==> src/rtl/mem_port_arbiter_pkg.sv <==
// Shared types and widths for the instruction/data memory port arbiter.
// Also used by the multicore interconnect.
package mem_port_arbiter_pkg;

    localparam int unsigned ADDR_W = 30;
    localparam int unsigned DATA_W = 32;
    localparam int unsigned BE_W   = 4;

    typedef enum logic [1:0] {
        ST_IDLE  = 2'd0,
        ST_INST  = 2'd1,
        ST_DATA  = 2'd2,
        ST_DRAIN = 2'd3
    } arb_state_e;

    typedef enum logic {
        PORT_INST = 1'b0,
        PORT_DATA = 1'b1
    } arb_port_e;

    typedef struct packed {
        logic      valid;
        arb_port_e port;
    } arb_grant_t;

    // One memory-port transaction as presented to the single-ported memory
    typedef struct packed {
        logic              rd;
        logic [BE_W-1:0]   be;
        logic [ADDR_W-1:0] addr;
        logic [DATA_W-1:0] wdata;
    } mem_req_t;

    function automatic arb_port_e other_port(input arb_port_e p);
        return (p == PORT_INST) ? PORT_DATA : PORT_INST;
    endfunction

endpackage

==> src/rtl/mem_port_arbiter_arb_pick.sv <==
// Combinational grant select between fetch and data requesters.
// Fixed data-first priority, or round-robin away from the last served port.
module arb_pick
    import mem_port_arbiter_pkg::*;
(
    input  logic       inst_req,
    input  logic       data_req,
    input  arb_port_e  rr_last,
    input  logic       rr_mode,
    output arb_grant_t grant
);

    always_comb begin
        grant.valid = inst_req | data_req;
        grant.port  = PORT_DATA;
        if (inst_req && data_req) begin
            grant.port = rr_mode ? other_port(rr_last) : PORT_DATA;
        end else if (inst_req) begin
            grant.port = PORT_INST;
        end
    end

endmodule

==> src/rtl/mem_port_arbiter.sv <==
// Shares one single-ported memory between the fetch and data requesters.
// One transaction at a time, registered memory strobes, optional wait timeout.
module mem_port_arbiter
    import mem_port_arbiter_pkg::*;
#(
    parameter int unsigned PRIORITY_MODE  = 0,
    parameter int unsigned TIMEOUT_CYCLES = 256,
    parameter int unsigned CNT_W          = 9
) (
    input  logic              clock,
    input  logic              reset,
    input  logic              InstMem_Read,
    input  logic [ADDR_W-1:0] InstMem_Address,
    output logic              InstMem_Ready,
    output logic [DATA_W-1:0] InstMemData,
    input  logic              DataMem_Read,
    input  logic [BE_W-1:0]   DataMem_Write,
    input  logic [ADDR_W-1:0] DataMem_Address,
    input  logic [DATA_W-1:0] DataMem_In,
    output logic [DATA_W-1:0] DataMem_Out,
    output logic              DataMem_Ready,
    output logic              Mem_Read,
    output logic [BE_W-1:0]   Mem_Write,
    output logic [ADDR_W-1:0] Mem_Address,
    output logic [DATA_W-1:0] Mem_WrData,
    input  logic [DATA_W-1:0] Mem_RdData,
    input  logic              Mem_Ready,
    output logic              Arb_Timeout
);

    localparam logic [CNT_W-1:0] CNT_LAST = CNT_W'(TIMEOUT_CYCLES - 1);

    arb_state_e        state;
    arb_port_e         rr_last;
    logic [CNT_W-1:0]  cnt;
    mem_req_t          mem_q;
    mem_req_t          inst_bus;
    mem_req_t          data_bus;
    arb_grant_t        grant;
    logic              inst_req;
    logic              data_req;
    logic              timeout_hit;
    logic              finish;
    logic [DATA_W-1:0] done_data;

    assign inst_req = InstMem_Read;
    assign data_req = DataMem_Read | (|DataMem_Write);

    arb_pick u_pick (
        .inst_req (inst_req),
        .data_req (data_req),
        .rr_last  (rr_last),
        .rr_mode  (PRIORITY_MODE != 0),
        .grant    (grant)
    );

    // Candidate memory transactions; a data write always wins over a data read
    always_comb begin
        inst_bus.rd    = 1'b1;
        inst_bus.be    = '0;
        inst_bus.addr  = InstMem_Address;
        inst_bus.wdata = mem_q.wdata;
        data_bus.rd    = ~(|DataMem_Write);
        data_bus.be    = DataMem_Write;
        data_bus.addr  = DataMem_Address;
        data_bus.wdata = DataMem_In;
    end

    // Memory completion wins over a timeout landing in the same cycle
    assign timeout_hit = (TIMEOUT_CYCLES != 0) && (cnt == CNT_LAST);
    assign finish      = Mem_Ready | timeout_hit;
    assign done_data   = Mem_Ready ? Mem_RdData : '0;

    assign Mem_Read    = mem_q.rd;
    assign Mem_Write   = mem_q.be;
    assign Mem_Address = mem_q.addr;
    assign Mem_WrData  = mem_q.wdata;

    always_ff @(posedge clock) begin
        if (reset) begin
            state         <= ST_IDLE;
            rr_last       <= PORT_INST;
            cnt           <= '0;
            mem_q         <= '0;
            InstMem_Ready <= 1'b0;
            InstMemData   <= '0;
            DataMem_Ready <= 1'b0;
            DataMem_Out   <= '0;
            Arb_Timeout   <= 1'b0;
        end else begin
            InstMem_Ready <= 1'b0;
            DataMem_Ready <= 1'b0;
            case (state)
                ST_IDLE: begin
                    if (grant.valid) begin
                        cnt <= '0;
                        if (grant.port == PORT_DATA) begin
                            state <= ST_DATA;
                            mem_q <= data_bus;
                        end else begin
                            state <= ST_INST;
                            mem_q <= inst_bus;
                        end
                    end
                end
                ST_INST, ST_DATA: begin
                    if (finish) begin
                        state    <= ST_DRAIN;
                        cnt      <= '0;
                        mem_q.rd <= 1'b0;
                        mem_q.be <= '0;
                        if (!Mem_Ready) begin
                            Arb_Timeout <= 1'b1;
                        end
                        if (state == ST_INST) begin
                            rr_last       <= PORT_INST;
                            InstMem_Ready <= 1'b1;
                            InstMemData   <= done_data;
                        end else begin
                            rr_last       <= PORT_DATA;
                            DataMem_Ready <= 1'b1;
                            if (mem_q.rd) begin
                                DataMem_Out <= done_data;
                            end
                        end
                    end else begin
                        cnt <= cnt + CNT_W'(1);
                    end
                end
                ST_DRAIN: begin
                    // Wait out a level Mem_Ready so a new strobe never sees a stale completion
                    if (!Mem_Ready) begin
                        state <= ST_IDLE;
                    end
                end
                default: state <= ST_IDLE;
            endcase
        end
    end

endmodule

==> config.mk <==
export PLATFORM = sky130hd
export DESIGN_NAME = mem_port_arbiter
export DESIGN_NICKNAME = d
export VERILOG_FILES = /design/src/rtl/mem_port_arbiter_pkg.sv /design/src/rtl/mem_port_arbiter_arb_pick.sv /design/src/rtl/mem_port_arbiter.sv
export SDC_FILE = /design/constraint.sdc
export NUM_CORES = 1
export LEC_CHECK = 0
export CORE_MARGIN = 5
export CORE_UTILIZATION = 41
export DETAILED_ROUTE_END_ITERATION = 8
export MAX_ROUTING_LAYER = met4
export PLACE_DENSITY = 0.8
export SLEW_MARGIN = 15
export SYNTH_ARGS = -nofsm -noshare
export SYNTH_HDL_FRONTEND = slang
export SYNTH_SLANG_ARGS = --single-unit
==> constraint.sdc <==
create_clock -name clock -period 2.5 [get_ports clock]
set_clock_uncertainty 0.2 [all_clocks]
set_input_delay 0.375 -clock clock [delete_from_list [all_inputs] [get_ports clock]]
set_output_delay 0.375 -clock clock [all_outputs]
set_load 0.01 [all_outputs]
== Yosys cells after proc, flatten, opt, wreduce, memory -nomap -nowiden ==
Cells that the tools add are included.

* Register bits after elaboration: 145
* Bits in latches: 0
* Memory bits (writable): 0
* Bits in read-only memories: 0
* Output and inout bits: 134
* Logic and storage cells: 58
* Memories kept: 0

* Add/sub/neg operators: 1
* Multiply operators: 0
* Divide/modulo/power cells: 0
* $lt $le $gt $ge: 0
* Equal/unequal tests: 7
* Shift operators: 0
* Mux-type cells: 17
* Bitwise gates (word level): 8
* Reduce and logical (&&, ||, !) cells: 14

{| class="wikitable"
|+ Operators by type and width
! cell !! count
|-
| $mux 67 || 2
|-
| $mux 32 || 1
|-
| $mux 9 || 2
|-
| $pmux 9 s2 || 1
|-
| $reduce_and 3->1 || 5
|-
| $pmux 5 s2 || 1
|-
| $add 9x1->9 const B || 1
|-
| $eq 9x8->1 const B || 1
|-
| $mux 2 || 4
|-
| $ne 2x2->1 const B || 3
|-
| $pmux 2 s3 || 1
|-
| $mux 5 || 1
|-
| $not 1->1 || 5
|-
| $eq 2x2->1 const B || 2
|-
| $mux 1 || 4
|-
| $reduce_and 2->1 || 2
|-
| $reduce_and 4->1 || 1
|-
| $reduce_or 4->1 || 1
|-
| $or 1x1->1 || 3
|-
| $reduce_or 3->1 || 1
|-
| $eq 2x1->1 const B || 1
|-
| $logic_not 2->1 || 1
|-
| $reduce_bool 2->1 || 1
|-
| $reduce_or 2->1 || 1
|-
| $logic_and 1x1->1 || 1
|}

== Logic depth before layout (Yosys ltp) ==
* Depth in word-level cells: 7
* Mapped depth: 8
* Gate-level depth less buffers: 8

== Hierarchy ==
Synthesis repeated with hierarchy kept, for this count alone.

* Cell total of the unflattened synthesis: 606
* Area, all modules: 5527.8 um^2

{| class="wikitable"
|+ Modules (own cells, without submodules)
! module !! instances !! cells each !! area an instance (um^2) !! seq. area each (um^2)
|-
| mem_port_arbiter || 1 || 603 || 5507.8 || 2922.8
|-
| arb_pick || 1 || 3 || 20.0 || 0.0
|}

== Least setup slack after synthesis ==
Ideal clock, no wire load.

* Kind: reg2reg
* Start point: register cnt[0]
* End point: register cnt[2]
* Arrival time: 1.808 ns
* Slack: 0.431 ns
* Cell stages (with the launch flop): 8
* Clock period less this slack: 2.069 ns
* Path through: dfxtp_1 -> ha_1 -> nand2_1 -> nor2_1 -> ha_1 -> or3b_2 -> nor4b_1 -> a32o_1

* Word-level cells in the longest chain between the ends: 4

{| class="wikitable"
|+ Ends and longest elaborated chain
! element !! line !! source
|-
| start: declaration || mem_port_arbiter.sv:35 || <nowiki>logic [CNT_W-1:0] cnt;</nowiki>
|-
| start signal: assignment || mem_port_arbiter.sv:127 || <nowiki>cnt <= cnt + CNT_W'(1);</nowiki>
|-
| branches (longest 2 deep; another with $add 9x1->9) || -- ||
|-
| $mux 9 * || mem_port_arbiter.sv:107 || <nowiki>if (finish) begin</nowiki>
|-
| $pmux 9 s2 * || mem_port_arbiter.sv:93 || <nowiki>case (state)</nowiki>
|}

Every way passes the cells marked *.
A chain may end at the register's enable or synchronous reset.

== Worst setup path in the final report ==
* Start point: register cnt[0]
* End point: register cnt[8]

Same word-level chain as after synthesis.

==> metrics.log <==
INFO  metric final-instance-count-excl-fill = around 1100
INFO  metric netlist_area = 5650 um2
INFO  metric std_cell_rows = 43
INFO  metric cts_root_buffer = clkbuf_16
INFO  metric groute.layer.met1.usage = 27.0%
INFO  metric mappedNetlistNets = ~800
INFO  metric cp_max_fo = 7
INFO  metric timing.max_slew.rel_slack = 62.0%
INFO  metric die_area = 16200 um2
INFO  metric grt_use_total = approximately 23%
INFO  metric post-route-util = 66.6%
INFO  metric yosysWarningCount = 0
INFO  metric worstMarginPinSlew = around 0.57 ns
INFO  metric num-nets-final = 1063
INFO  metric ctsHoldBuffers = 0
INFO  metric synth.distinct_cells = 42
INFO  metric grt_pass1_wl = 28900 um
INFO  metric register_area = 2900 um2
INFO  metric gp_congestion = between 0.8 and 0.9
INFO  metric crit_arrival = 2.31 ns
INFO  metric critical_path.cell_chain = ha_1 -> nand2_1 -> nor2_1 -> ha_1 -> buf_4 -> nor3b_1 -> o21ai_2 -> a211oi_1
INFO  metric synth-main-ff-cell = dfxtp_1
INFO  metric max-cap-violations = 0
INFO  metric period_share = between 80% and 90%
INFO  metric die_width = ~130 um
INFO  metric viasPerCell = about 5.2
INFO  metric power.density = 964 nW/um2
INFO  metric ant_nets = 0
INFO  metric cp.buffers_inverters = 1
INFO  metric proportion_of_layout_cells_with_a_drive_suffix_above_1 = 7.60%
INFO  metric floorplan.die.height = 127 um
INFO  metric area_delta_synth_final = 61.8%
INFO  metric drt_iter0_drc = about 470
INFO  metric multi_input_comb_area = ~2400 um2
INFO  metric final_max_slew_viol_count = 0
INFO  metric cp-start-kind = flip-flop
INFO  metric async_flop_share = 0%
INFO  metric grt_setup_unrepaired = false
INFO  metric max_stage_delay = 0.36 ns
INFO  metric hold_path.class = primary input to flip-flop
INFO  metric core_area = 13700 um2
INFO  metric cts_made_buffers = 17
INFO  metric antenna_found_initial = 0
INFO  metric clk_path_buf_depth = 2
INFO  metric worst-setup-path-type = flip-flop to flip-flop
INFO  metric ctsResizeCount = 0
INFO  metric timing.critical_path.slowest_stage_cell = dfxtp_1
INFO  metric fillCellCount = 1116
INFO  metric grt_start_max_net_pins = 54
INFO  metric clk_transition_reported_paths = 0.06 ns
INFO  metric io_buffers = 266
INFO  metric wl_per_cell = 16.3 um
INFO  metric gr-max-usage-layer = met2
INFO  metric status = finished clean
INFO  metric synth_enable_flop_cells = 0
INFO  metric synth-seq-area-share = 51.4%
INFO  metric clkSinkCount = 145
INFO  metric route.detailed.drc = 0
INFO  metric max_clock_freq = 456 MHz
INFO  metric critical_path_required = approximately 2.6 ns
INFO  metric p_leak = approximately 3.4 nW
INFO  metric critPathMostFrequentCell = ha_1
INFO  metric routed-via-count = 5761
INFO  metric detailedRoute.firstPassIterationCount = 5
INFO  metric place_hpwl = ~13000 um
INFO  metric synth_cells = around 670
INFO  metric postCtsSetupBuffers = 0
INFO  metric routed_wl = approximately 18000 um
INFO  metric tritoncts = done
INFO  metric ioPinCount = 267
INFO  metric diodes = 0
INFO  metric setup_viol_count_final = 0
INFO  metric floorplan.initialDensity = 41.2%
INFO  metric worstSetupEndpointType = flip-flop
INFO  metric synth-seq-cells = 145
INFO  metric final_hold_violations = 0
INFO  metric overflow = 0
INFO  metric cts-htree-levels = 4
INFO  metric place_inst = 1084
INFO  metric worst_skew_pair.late_latency = between 0.4 and 0.5 ns
INFO  metric average_cell_area_after_synthesis = 8.45 um2
INFO  metric grt_pass1_vias = 5648
INFO  metric timing.hold.ws = 0.139 ns
INFO  metric vdd_ir_drop_max = 0.000676 V
INFO  metric final.min_clock_period = approximately 2.2 ns
INFO  metric globalRouteMet2Util = 36.7%
INFO  metric grtUsageMet3 = 6.98%
INFO  metric crit_family = simple AND/OR/NAND/NOR gates
path summary, 6_finish.rpt:
check	startpoint	to	slack, ns	cells past startpoint
worst min register to register	Mem_WrData[21]	Mem_WrData[21]	0.25	2
worst min-delay path	reset	DataMem_Out[24]	0.14	2
worst max register to register	cnt[0]	cnt[8]	0.31	8
worst max-delay path	cnt[0]	cnt[8]	0.31	8
cells by family (layout without fill, tap and decap cells):
logic type,count (synthesis),count (layout),synth area share (%)
and+or+nand+nor,230,230,17.9
AOI/OAI and AO/OA,190,190,22.2
DFF,145,145,51.4
buffers and inverters,95,360,6.62
adders and majority gates,7,7,1.55
xor gates and xnor gates,2,2,0.310
cell usage after synthesis (2+ instances only):
| cell | number | area, um2 |
|---|---|---|
| dfxtp_1 | 145 | 2900 |
| nor2_1 | 101 | 379 |
| nand2_1 | 73 | 274 |
| a22oi_1 | 64 | 480 |
| clkbuf_1 | 45 | 169 |
| a21oi_1 | 40 | 200 |
| inv_1 | 37 | 139 |
| a211oi_1 | 31 | 233 |
| nand4_1 | 31 | 194 |
| o21ai_0 | 31 | 155 |
| buf_2 | 11 | 55.1 |
| ha_1 | 7 | 87.6 |
| a22o_1 | 5 | 43.8 |
| o21ai_1 | 5 | 25.0 |
| nand3_1 | 4 | 20.0 |
| nor3_1 | 3 | 15.0 |
| o21ai_2 | 3 | 26.3 |
| or3_1 | 3 | 18.8 |
| a32o_1 | 2 | 20.0 |
| nor4_1 | 2 | 12.5 |
| or2_2 | 2 | 12.5 |
| or3b_2 | 2 | 17.5 |
| or4_1 | 2 | 15.0 |
| xnor2_1 | 2 | 17.5 |
state kept, by name, summed over array words and instances (netlist names), 2 cells and up:
| name | cells |
|---|---|
| DataMem_Out | 32 |
| InstMemData | 32 |
| Mem_Address | 30 |
| Mem_WrData | 32 |
| Mem_Write | 4 |
| cnt | 9 |
| state | 2 |
power breakdown:
part	internal, mW	total (mW)	switching, mW	leakage, nW
Combinational	1.64	3.32	1.68	1.99
Clock	1.49	2.47	0.978	0.271
Sequential	2.78	3.02	0.248	1.19
Total	5.91	8.82	2.91	3.45
worst register-to-register path, cell delays in order, from the launching register on:
cell and delay, ns:
dfxtp_1 0.36, ha_1 0.26, nand2_1 0.10, nor2_1 0.05, ha_1 0.18, buf_4 0.16
nor3b_1 0.33, o21ai_2 0.19, a211oi_1 0.27
cell type report:
| cell class | count | share of cell area (%) |
|---|---|---|
| Tap cell | 180 | 2.46 |
| Multi-Input combinational cell | 429 | 26.1 |
| Sequential cell | 145 | 31.8 |
| Timing Repair Buffer | 293 | 31.9 |
| Inverter | 37 | 1.52 |
| Clock buffer | 18 | 4.80 |
| Clock inverter | 12 | 1.48 |
through the flow:
step | power (mW) | TNS [ns] | instance area (um2) | setup slack (ns)
after floorplan | 4.73 | 0 | 5650 | 0.431
after global placement | 6.36 | -0.273 | 8570 | -0.0112
after detailed placement | 6.40 | -1.40 | 8570 | -0.0597
after CTS | 8.89 | 0 | 9140 | 0.289
after global routing | 9.34 | 0 | 9140 | 0.128
final | 8.82 | 0 | 9140 | 0.306
metal layers:
layer	vias to the layer above	share of wire (%)	routed length [um]
li1	2848	-	-
met1	2633	41	7460
met2	248	47	8520
met3	32	9.8	1780
met4	0	2.3	416
met5	-	0	0
cell usage in the layout (no fill, tap or decap), types with 4 or more instances in the layout:
master / synthesis / layout
clkbuf_16: 0 / 17
buf_12: 0 / 4
o21ai_0: 31 / 31
a21oi_1: 40 / 40
buf_4: 1 / 24
nand2_1: 73 / 73
nand4_1: 31 / 31
a22oi_1: 64 / 64
nor2_1: 101 / 101
a211oi_1: 31 / 31
clkdlybuf4s50_1: 0 / 265
o21ai_1: 5 / 4
o21ai_2: 3 / 4
ha_1: 7 / 7
dfxtp_1: 145 / 145
nand3_1: 4 / 4
a22o_1: 5 / 5
inv_1: 37 / 37
clkinvlp_4: 0 / 4
No activity file was read; power rests on OpenSTA's default activity.
